**src/rtl/rcu_define.sv**
```systemverilog
// ---------------------------------------------------------------------------
// rcu_define
//   Shared RCU definitions. Holds the state encoding of the PLL lock monitor
//   so that the RTL, status readback and any checker bound to state_o all use
//   the same numbers.
// ---------------------------------------------------------------------------
package rcu_define;

   localparam int RCU_LMON_STATE_WIDTH = 3;

   typedef enum logic [RCU_LMON_STATE_WIDTH-1:0] {
      RCU_LMON_IDLE   = 3'd0,
      RCU_LMON_WAIT   = 3'd1,
      RCU_LMON_STABLE = 3'd2,
      RCU_LMON_LOCKED = 3'd3,
      RCU_LMON_FAIL   = 3'd4
   } rcu_lmon_state_e;

endpackage

```
**src/rtl/dffr.sv**
```systemverilog
// ---------------------------------------------------------------------------
// dffr
//   Shared register cell: D flip-flop with asynchronous active-low reset to 0.
// Ports:
//   clk   - clock
//   rst_n - asynchronous active-low reset
//   d     - data in
//   q     - registered data out
// ---------------------------------------------------------------------------
module dffr #(
   parameter int WIDTH = 1
) (
   input  logic             clk,
   input  logic             rst_n,
   input  logic [WIDTH-1:0] d,
   output logic [WIDTH-1:0] q
);

   always_ff @(posedge clk or negedge rst_n) begin
      if (!rst_n) q <= '0;
      else        q <= d;
   end

endmodule

```
**src/rtl/rcu_pll_lock_mon_sync.sv**
```systemverilog
// ---------------------------------------------------------------------------
// rcu_lock_sync
//   Multi-flop synchroniser for a single asynchronous level signal, built as
//   a chain of dffr cells. SYNC_STAGES must be at least 2.
// Ports:
//   clk      - destination clock
//   rst_n    - asynchronous active-low reset (chain clears to 0)
//   async_in - asynchronous input level
//   sync_out - synchronised level, SYNC_STAGES edges behind async_in
// ---------------------------------------------------------------------------
module rcu_lock_sync #(
   parameter int SYNC_STAGES = 2
) (
   input  logic clk,
   input  logic rst_n,
   input  logic async_in,
   output logic sync_out
);

   // stage[0] is the raw input, stage[i] is the output of flop i.
   logic [SYNC_STAGES:0] stage;

   assign stage[0] = async_in;

   for (genvar i = 0; i < SYNC_STAGES; i++) begin : g_stage
      dffr #(.WIDTH(1)) u_ff (
         .clk   (clk),
         .rst_n (rst_n),
         .d     (stage[i]),
         .q     (stage[i+1])
      );
   end

   assign sync_out = stage[SYNC_STAGES];

endmodule

```
**src/rtl/rcu_pll_lock_mon.sv**
```systemverilog
// ---------------------------------------------------------------------------
// rcu_pll_lock_mon
//   Qualifies the raw PLL lock flag on the reference clock. Lock must hold for
//   stable_cnt_i+1 cycles before the PLL clock is selected; acquisition can
//   time out; losing lock while selected falls back to the bypass clock on
//   the next edge.
// Ports:
//   clk_i, rst_n_i - reference clock, asynchronous active-low reset
//   en_i           - monitor enable; low forces IDLE
//   pll_lock_i     - raw PLL lock, asynchronous
//   stable_cnt_i   - extra qualification cycles
//   timeout_i      - acquisition timeout in cycles, 0 = no timeout
//   clr_i          - clears the sticky flags (a same-cycle set wins)
//   pll_sel_o      - 1 selects the PLL clock (registered)
//   locked_o       - qualified lock (registered)
//   timeout_o      - sticky: acquisition timed out
//   lost_o         - sticky: lock lost while LOCKED
//   state_o        - FSM state for status readback
// ---------------------------------------------------------------------------
module rcu_pll_lock_mon
   import rcu_define::*;
#(
   parameter int CNT_WIDTH   = 16,
   parameter int SYNC_STAGES = 2
) (
   input  logic                            clk_i,
   input  logic                            rst_n_i,
   input  logic                            en_i,
   input  logic                            pll_lock_i,
   input  logic [CNT_WIDTH-1:0]            stable_cnt_i,
   input  logic [CNT_WIDTH-1:0]            timeout_i,
   input  logic                            clr_i,
   output logic                            pll_sel_o,
   output logic                            locked_o,
   output logic                            timeout_o,
   output logic                            lost_o,
   output logic [RCU_LMON_STATE_WIDTH-1:0] state_o
);

   localparam logic [CNT_WIDTH-1:0] CNT_ONE = CNT_WIDTH'(1);
   localparam logic [CNT_WIDTH-1:0] CNT_MAX = '1;

   rcu_lmon_state_e      state_q, state_d;
   logic [CNT_WIDTH-1:0] scnt_q, scnt_d;
   logic [CNT_WIDTH-1:0] tcnt_q, tcnt_d;
   logic [CNT_WIDTH-1:0] tcnt_inc;
   logic                 lock_s;
   logic                 timeout_hit;
   logic                 set_timeout, set_lost;
   logic                 pll_sel_q, locked_q, timeout_q, lost_q;

   rcu_lock_sync #(.SYNC_STAGES(SYNC_STAGES)) u_sync (
      .clk      (clk_i),
      .rst_n    (rst_n_i),
      .async_in (pll_lock_i),
      .sync_out (lock_s)
   );

   // Timeout counter saturates instead of wrapping.
   assign tcnt_inc = (tcnt_q == CNT_MAX) ? tcnt_q : tcnt_q + CNT_ONE;

   // >= so that lowering timeout_i below an already-running count still
   // fires on the next compare instead of never.
   assign timeout_hit = (timeout_i != '0) && (tcnt_q >= timeout_i);

   always_comb begin
      state_d     = state_q;
      scnt_d      = scnt_q;
      tcnt_d      = tcnt_q;
      set_timeout = 1'b0;
      set_lost    = 1'b0;
      if (!en_i) begin
         state_d = RCU_LMON_IDLE;
         scnt_d  = '0;
         tcnt_d  = '0;
      end else begin
         case (state_q)
            RCU_LMON_IDLE: begin
               state_d = RCU_LMON_WAIT;
               tcnt_d  = '0;
            end
            RCU_LMON_WAIT: begin
               tcnt_d = tcnt_inc;
               if (lock_s) begin
                  state_d = RCU_LMON_STABLE;
                  scnt_d  = '0;
               end else if (timeout_hit) begin
                  state_d     = RCU_LMON_FAIL;
                  set_timeout = 1'b1;
               end
            end
            RCU_LMON_STABLE: begin
               tcnt_d = tcnt_inc;
               if (!lock_s) begin
                  state_d = RCU_LMON_WAIT;
                  scnt_d  = '0;
               end else if (scnt_q >= stable_cnt_i) begin
                  // >= handles stable_cnt_i being lowered below scnt mid-dwell.
                  state_d = RCU_LMON_LOCKED;
               end else if (timeout_hit) begin
                  state_d     = RCU_LMON_FAIL;
                  set_timeout = 1'b1;
               end else begin
                  scnt_d = scnt_q + CNT_ONE;
               end
            end
            RCU_LMON_LOCKED: begin
               if (!lock_s) begin
                  state_d  = RCU_LMON_WAIT;
                  set_lost = 1'b1;
                  tcnt_d   = '0;
               end
            end
            RCU_LMON_FAIL: begin
               state_d = RCU_LMON_FAIL;
            end
            default: begin
               state_d = RCU_LMON_IDLE;
               scnt_d  = '0;
               tcnt_d  = '0;
            end
         endcase
      end
   end

   always_ff @(posedge clk_i or negedge rst_n_i) begin
      if (!rst_n_i) begin
         state_q <= RCU_LMON_IDLE;
         scnt_q  <= '0;
         tcnt_q  <= '0;
      end else begin
         state_q <= state_d;
         scnt_q  <= scnt_d;
         tcnt_q  <= tcnt_d;
      end
   end

   // pll_sel/locked come straight from flops (decoded from the next state) so
   // the clock-mux enable is glitch-free and still changes on the same edge
   // as the state register.
   always_ff @(posedge clk_i or negedge rst_n_i) begin
      if (!rst_n_i) begin
         pll_sel_q <= 1'b0;
         locked_q  <= 1'b0;
         timeout_q <= 1'b0;
         lost_q    <= 1'b0;
      end else begin
         pll_sel_q <= (state_d == RCU_LMON_LOCKED);
         locked_q  <= (state_d == RCU_LMON_LOCKED);
         timeout_q <= set_timeout | (timeout_q & ~clr_i);
         lost_q    <= set_lost    | (lost_q    & ~clr_i);
      end
   end

   assign pll_sel_o = pll_sel_q;
   assign locked_o  = locked_q;
   assign timeout_o = timeout_q;
   assign lost_o    = lost_q;
   assign state_o   = state_q;

endmodule

```
**config.mk**
```make
export PLATFORM = sky130hd
export DESIGN_NAME = rcu_pll_lock_mon
export DESIGN_NICKNAME = d
export VERILOG_FILES = /design/src/rtl/rcu_define.sv /design/src/rtl/dffr.sv /design/src/rtl/rcu_pll_lock_mon_sync.sv /design/src/rtl/rcu_pll_lock_mon.sv
export SDC_FILE = /design/constraint.sdc
export NUM_CORES = 1
export LEC_CHECK = 0
export CORE_UTILIZATION = 30
export DETAILED_ROUTE_END_ITERATION = 7
export PLACE_DENSITY = 0.52
export SYNTH_ARGS = -nofsm -noshare
export SYNTH_HDL_FRONTEND = slang
export SYNTH_SLANG_ARGS = --single-unit
export TNS_END_PERCENT = 50
```
**constraint.sdc**
```tcl
create_clock -name clk_i -period 2.5 [get_ports clk_i]
set_clock_uncertainty 0.15 [all_clocks]
set_input_delay 0.625 -clock clk_i [delete_from_list [all_inputs] [get_ports clk_i]]
set_output_delay 0.625 -clock clk_i [all_outputs]
set_load 0.05 [all_outputs]
```
==> flow_summary.json <==
{
  "insertedDiodeCount": 0,
  "root_buffer": "clkbuf_8",
  "crit_fanout": 20,
  "grt_pass1_vias": 2777,
  "drt-pass1-iter-count": 4,
  "critPathCaptureType": "register",
  "async_reset_ff_frac": 1.00,
  "seqPwrFrac": 0.500,
  "grt_start_max_net_pins": 41,
  "synth-seq-area-share": 0.342,
  "fmax_ghz": 0.376,
  "place_ws_ns": -0.731,
  "slew_violations": 0,
  "synth_area_sq_mm": 0.00293,
  "syn_nets": 406,
  "cts_tree": "done",
  "powerDensity_mw_per_mm2": 312,
  "drtIter0Drc": 71,
  "grt_pass1_wl_mm": 12.6,
  "dieArea_sq_mm": 0.0102,
  "yosysMostFrequentCell": "inv_1",
  "crit_required_ns": 2.56,
  "boundaryPins": 44,
  "port_buffers": 43,
  "setup_viol": 18,
  "gp_congestion": 0.750,
  "drive_above_1_share": 0.317,
  "synthFlopType": "dfrtp_1",
  "clkPwrFrac": 0.301,
  "clk_latency_ns": 0.29,
  "cts_made_buffers": 5,
  "hold_path.class": "reg2reg",
  "synth-seq-cells": 40,
  "worstPathArrival_ns": 2.71,
  "p_leak_uw": 0.00194,
  "tightest_slew_ns": 0.538,
  "fp.dieH_um": 101,
  "worst-setup-path-type": "in2reg",
  "syn_inst": 335,
  "intPower_uw": 965,
  "h-tree-depth": 2,
  "antenna_found_initial": 0,
  "drcViolationCount": 0,
  "vias_per_cell": 4.88,
  "irDropWorstVdd_mv": 0.224,
  "track_usage": 0.155,
  "worst_setup_path_start_kind": "input pin",
  "clock-sinks": 40,
  "wl_per_cell_um": 13.6,
  "final_nets": 493,
  "whs_ns": 0.208,
  "yosysWarnings": 0,
  "hold_viol_final": 0,
  "dp_hpwl_mm": 5.41,
  "min_period_ns": 2.66,
  "dr_total_vias": 2677,
  "synth_edf_count": 0,
  "max-slew-margin-rel": 0.641,
  "post-route-worst-setup-slack_ns": -0.158,
  "synth_area_leaders": "dfrtp_1, ha_1, inv_1",
  "antenna_left": 0,
  "die_w_um": 101,
  "yosysTopAreaCell": "dfrtp_1",
  "gr-total-overflow": 0,
  "maxCapViolations": 0,
  "switching_power_uw": 353,
  "status": "complete, but fails checks",
  "clk_path_buf_depth": 2,
  "core_area_sq_mm": 0.00937,
  "rsz0062_at_grt": "true",
  "period_share": 1.06,
  "start_util": 0.313,
  "routed_wl_mm": 7.48,
  "synthDistinctLibCells": 49,
  "path_clk_slew_ns": 0.08,
  "synth.avg_cell_area_sq_um": 8.75,
  "power_uw": 1320,
  "rows": 35,
  "violations": "setup timing",
  "power_frac_comb": 0.199,
  "synth_top_area_share": 0.342,
  "synthTopCellsByCount": "inv_1, dfrtp_1, ha_1",
  "area_delta_synth_final_pct": 44.2,
  "netSwitchingFraction": 0.268,
  "cts_hold_buffers": 0
}
logic make-up after synthesis:
family,after synthesis,share of synthesized area
adder cells (fa/ha/maj),34,0.145
AND/OR/NAND/NOR,111,0.202
flip-flops,40,0.342
buffers and inverters,53,0.0760
XOR/XNOR,10,0.0299
AO/OA/AOI/OAI,86,0.202
multiplexers,1,0.00342
cell type report:
class                   count  area [sq um]
well taps                 129           161
multi-input cells         242          2060
repair buffers             88           768
flip-flops and latches     40          1000
inverters                  45           171
fillers                   955          5140
clock buffers               5          68.8
metrics by stage:
stage	instances	utilization	area [sq um]	TNS, ns
2_1_floorplan	335	-	3000	-1.15
3_3_place_gp	536	0.409	3830	-15.11
3_5_place_dp	536	0.409	3830	-16.10
4_1_cts	548	0.448	4200	-1.16
5_1_grt	549	0.451	4230	-3.22
6_report	549	0.451	4230	-1.87
power by group through the flow:
stage / clock [uW] / sequential, uW / combinational [uW]
floorplan: 0 / 683 / 102
global placement: 0 / 672 / 234
detailed placement: 0 / 672 / 237
CTS: 418 / 659 / 265
global route: 436 / 660 / 292
finish: 396 / 659 / 263
final timing paths:
kind | from | to | slack, ns | depth (start not counted)
max in group asynchronous | rst_n_i | tcnt_q[5]$_DFFE_PN0P_ | 1.58 | 2
worst min register to register | u_sync.g_stage[0].u_ff.q$_DFF_PN0_ | u_sync.g_stage[1].u_ff.q$_DFF_PN0_ | 0.21 | 0
worst min-delay path | u_sync.g_stage[0].u_ff.q$_DFF_PN0_ | u_sync.g_stage[1].u_ff.q$_DFF_PN0_ | 0.21 | 0
worst max register to register | scnt_q[4]$_DFFE_PN0P_ | scnt_q[5]$_DFFE_PN0P_ | -0.10 | 10
worst max-delay path | stable_cnt_i[4] | scnt_q[5]$_DFFE_PN0P_ | -0.16 | 12
min in group asynchronous | rst_n_i | u_sync.g_stage[0].u_ff.q$_DFF_PN0_ | 0.24 | 2
registers in the layout (all words and copies together), names as in the netlist:
signal and count:
timeout_o 1, lost_o 1, locked_o 1, u_sync.g_stage.u_ff.q 2, state_o 3, tcnt_q 16, scnt_q 16
cells in the final DEF, fill, tap and decap left out, drive strengths merged, types with 2 or more instances in the layout:
| master | Yosys | routed |
|---|---|---|
| nand4 | 10 | 10 |
| nor4 | 5 | 5 |
| nand2 | 19 | 19 |
| o21ai | 24 | 24 |
| or3 | 2 | 2 |
| dlygate4sd2 | 0 | 16 |
| o2111a | 2 | 2 |
| nor2 | 21 | 21 |
| buf | 6 | 58 |
| nand2b | 10 | 10 |
| xor2 | 6 | 6 |
| o211ai | 4 | 4 |
| o31ai | 3 | 3 |
| a21oi | 22 | 22 |
| nand3 | 15 | 15 |
| and2 | 2 | 2 |
| dfrtp | 40 | 40 |
| a41oi | 2 | 2 |
| nor3 | 7 | 7 |
| nor2b | 3 | 3 |
| o21a | 4 | 4 |
| inv | 45 | 45 |
| a211oi | 3 | 3 |
| xnor2 | 4 | 4 |
| and3 | 12 | 12 |
| a21o | 4 | 4 |
| clkbuf | 2 | 5 |
| nor3b | 2 | 2 |
| ha | 34 | 34 |
| a31oi | 10 | 10 |
| clkdlybuf4s50 | 0 | 9 |
| clkdlybuf4s15 | 0 | 5 |
worst max-delay path, stage by stage:
cell and delay [ns]:
buf_2 0.08, inv_1 0.03, ha_1 0.28, o21a_1 0.17
o211ai_1 0.19, a211oi_2 0.10, a211o_1 0.38, buf_4 0.17
nor3_4 0.20, buf_12 0.18, o21ai_0 0.13, a31oi_2 0.18
per-layer routing:
metal  GRT usage  wire (um)  vias up  share of wire
met3      0.0264        241        4          0.032
met5           0          0        -              0
li1            -          -     1369              -
met1       0.197       3460     1264           0.46
met2       0.276       3740       40           0.50
met4      0.0346         40        0         0.0053
what timing repair did:
item,in CTS,in global routing
resized for setup,127,6
cloned,1,0
buffers inserted,6,1
pin swaps,39,6
endpoints found under the setup margin,21,25
Note: power is estimated with default switching activity, not from simulation.
==> patch: new RTL, same settings <==
Change the parameter `CNT_WIDTH` from 16 to 24.
--- a/src/rtl/rcu_pll_lock_mon.sv
+++ b/src/rtl/rcu_pll_lock_mon.sv
@@ -20,7 +20,7 @@
 module rcu_pll_lock_mon
    import rcu_define::*;
 #(
-   parameter int CNT_WIDTH   = 16,
+   parameter int CNT_WIDTH   = 24,
    parameter int SYNC_STAGES = 2
 ) (
    input  logic                            clk_i,
Ports: changed (resized stable_cnt_i and timeout_i); port bits go from 44 to 60. No check against the original RTL was run, so the function may have changed too.
==> patch against the unedited design <==
The flow still finishes with violations (negative setup slack). Power increased by 57%. Wire length increased by 76%. Fmax increased by 2.7%. Setup slack improved by 0.069 ns. Via count increased by 66%. Sequential cell count increased by 16. Final area increased by 65%. Synthesized area increased by 48%. Register-to-register slack improved by 0.04 ns. Sequential share of layout area decreased by 3.5 points. Global-route usage increased by 2.5 points. Clock power increased by 86%. Critical endpoint is now scnt_q[15]$_DFFE_PN0P_.
==> patch: results <==
export IMPL_outcome="complete, but fails checks"
export IMPL_failed_checks="negative setup slack"
export IMPL_layout_setup_ws_ns=-0.0890
export IMPL_critPathSlowestCell="a221o_1"
export IMPL_dp_cells=829
export IMPL_final_cells=853
export IMPL_reg2reg_from="scnt_q[23]$_DFFE_PN0P_"
export IMPL_hold_ws_ns=0.140
export IMPL_placed_cell_area_mm2=0.00601
export IMPL_synth_cell_types=63
export IMPL_r2r_setup_slack_ns=-0.06
export IMPL_drt_iter0_markers=144
export IMPL_grt_pass1_vias=4553
export IMPL_setup_viol=11
export IMPL_synthXorXnorAreaFrac_pct=3.04
export IMPL_synthMuxAreaShare_pct=0.694
export IMPL_synth_adder_area_share_pct=14.5
export IMPL_synth_seq_area_share_pct=32.4
export IMPL_grt_usage_pct=18.0
export IMPL_synth_area_leaders="dfrtp_1 (32%), ha_1 (14%), inv_1 (5.3%)"
export IMPL_critical_path_endpoint="scnt_q[15]$_DFFE_PN0P_"
export IMPL_ir_worst_vdd_uv=209
export IMPL_routedWlPerCell_um=15.4
export IMPL_synth_avg_cell_area_um2=8.62
export IMPL_slowest_delay_ns=0.36
export IMPL_cp_max_fo=5
export IMPL_fill_cells=1317
export IMPL_worstSetupStartpoint="stable_cnt_i[21]"
export IMPL_syn_nets=605
export IMPL_synth_compound_area_share_pct=21.1
export IMPL_synth_common_cells="inv_1 (61), dfrtp_1 (56), ha_1 (50)"
export IMPL_cellLeakagePower_nw=3.07
export IMPL_area_growth_pct=61.2
export IMPL_regToRegEndpoint="scnt_q[15]$_DFFE_PN0P_"
export IMPL_p_per_area_mw_per_mm2=297
export IMPL_place_hpwl_um=9570
[patch: cell types whose count changed in the layout (fill, tap and decap cells not counted), moves of 8 or more]
cell,delta
buf_6,+12
nand2_1,+12
nor2_1,+8
ha_4,+14
buf_4,+61
dfrtp_1,+14
a21oi_2,+8
inv_2,+15
[patch: metal layers]
metal | global-route usage [%] | wire length [um] | up-vias
li1 | - | - | 2178
met1 | 20.9 | 5480 | 2144
met2 | 34.1 | 6940 | 99
met3 | 2.20 | 440 | 19
met4 | 5.49 | 299 | 0
met5 | 0 | 0 | -
[patch: timing repair]
item,in CTS,in global routing
setup endpoints to repair,44,38
cloned,1,1
pin swaps,77,40
gates resized for setup,221,53
setup buffers,10,5
[patch: cell type report]
type | instances | area share (%)
flip-flops and latches | 56 | 20.1
repair buffers | 174 | 20.4
well taps | 180 | 3.23
multi-input cells | 374 | 50.8
inverters | 61 | 3.39
clock buffers | 8 | 2.10
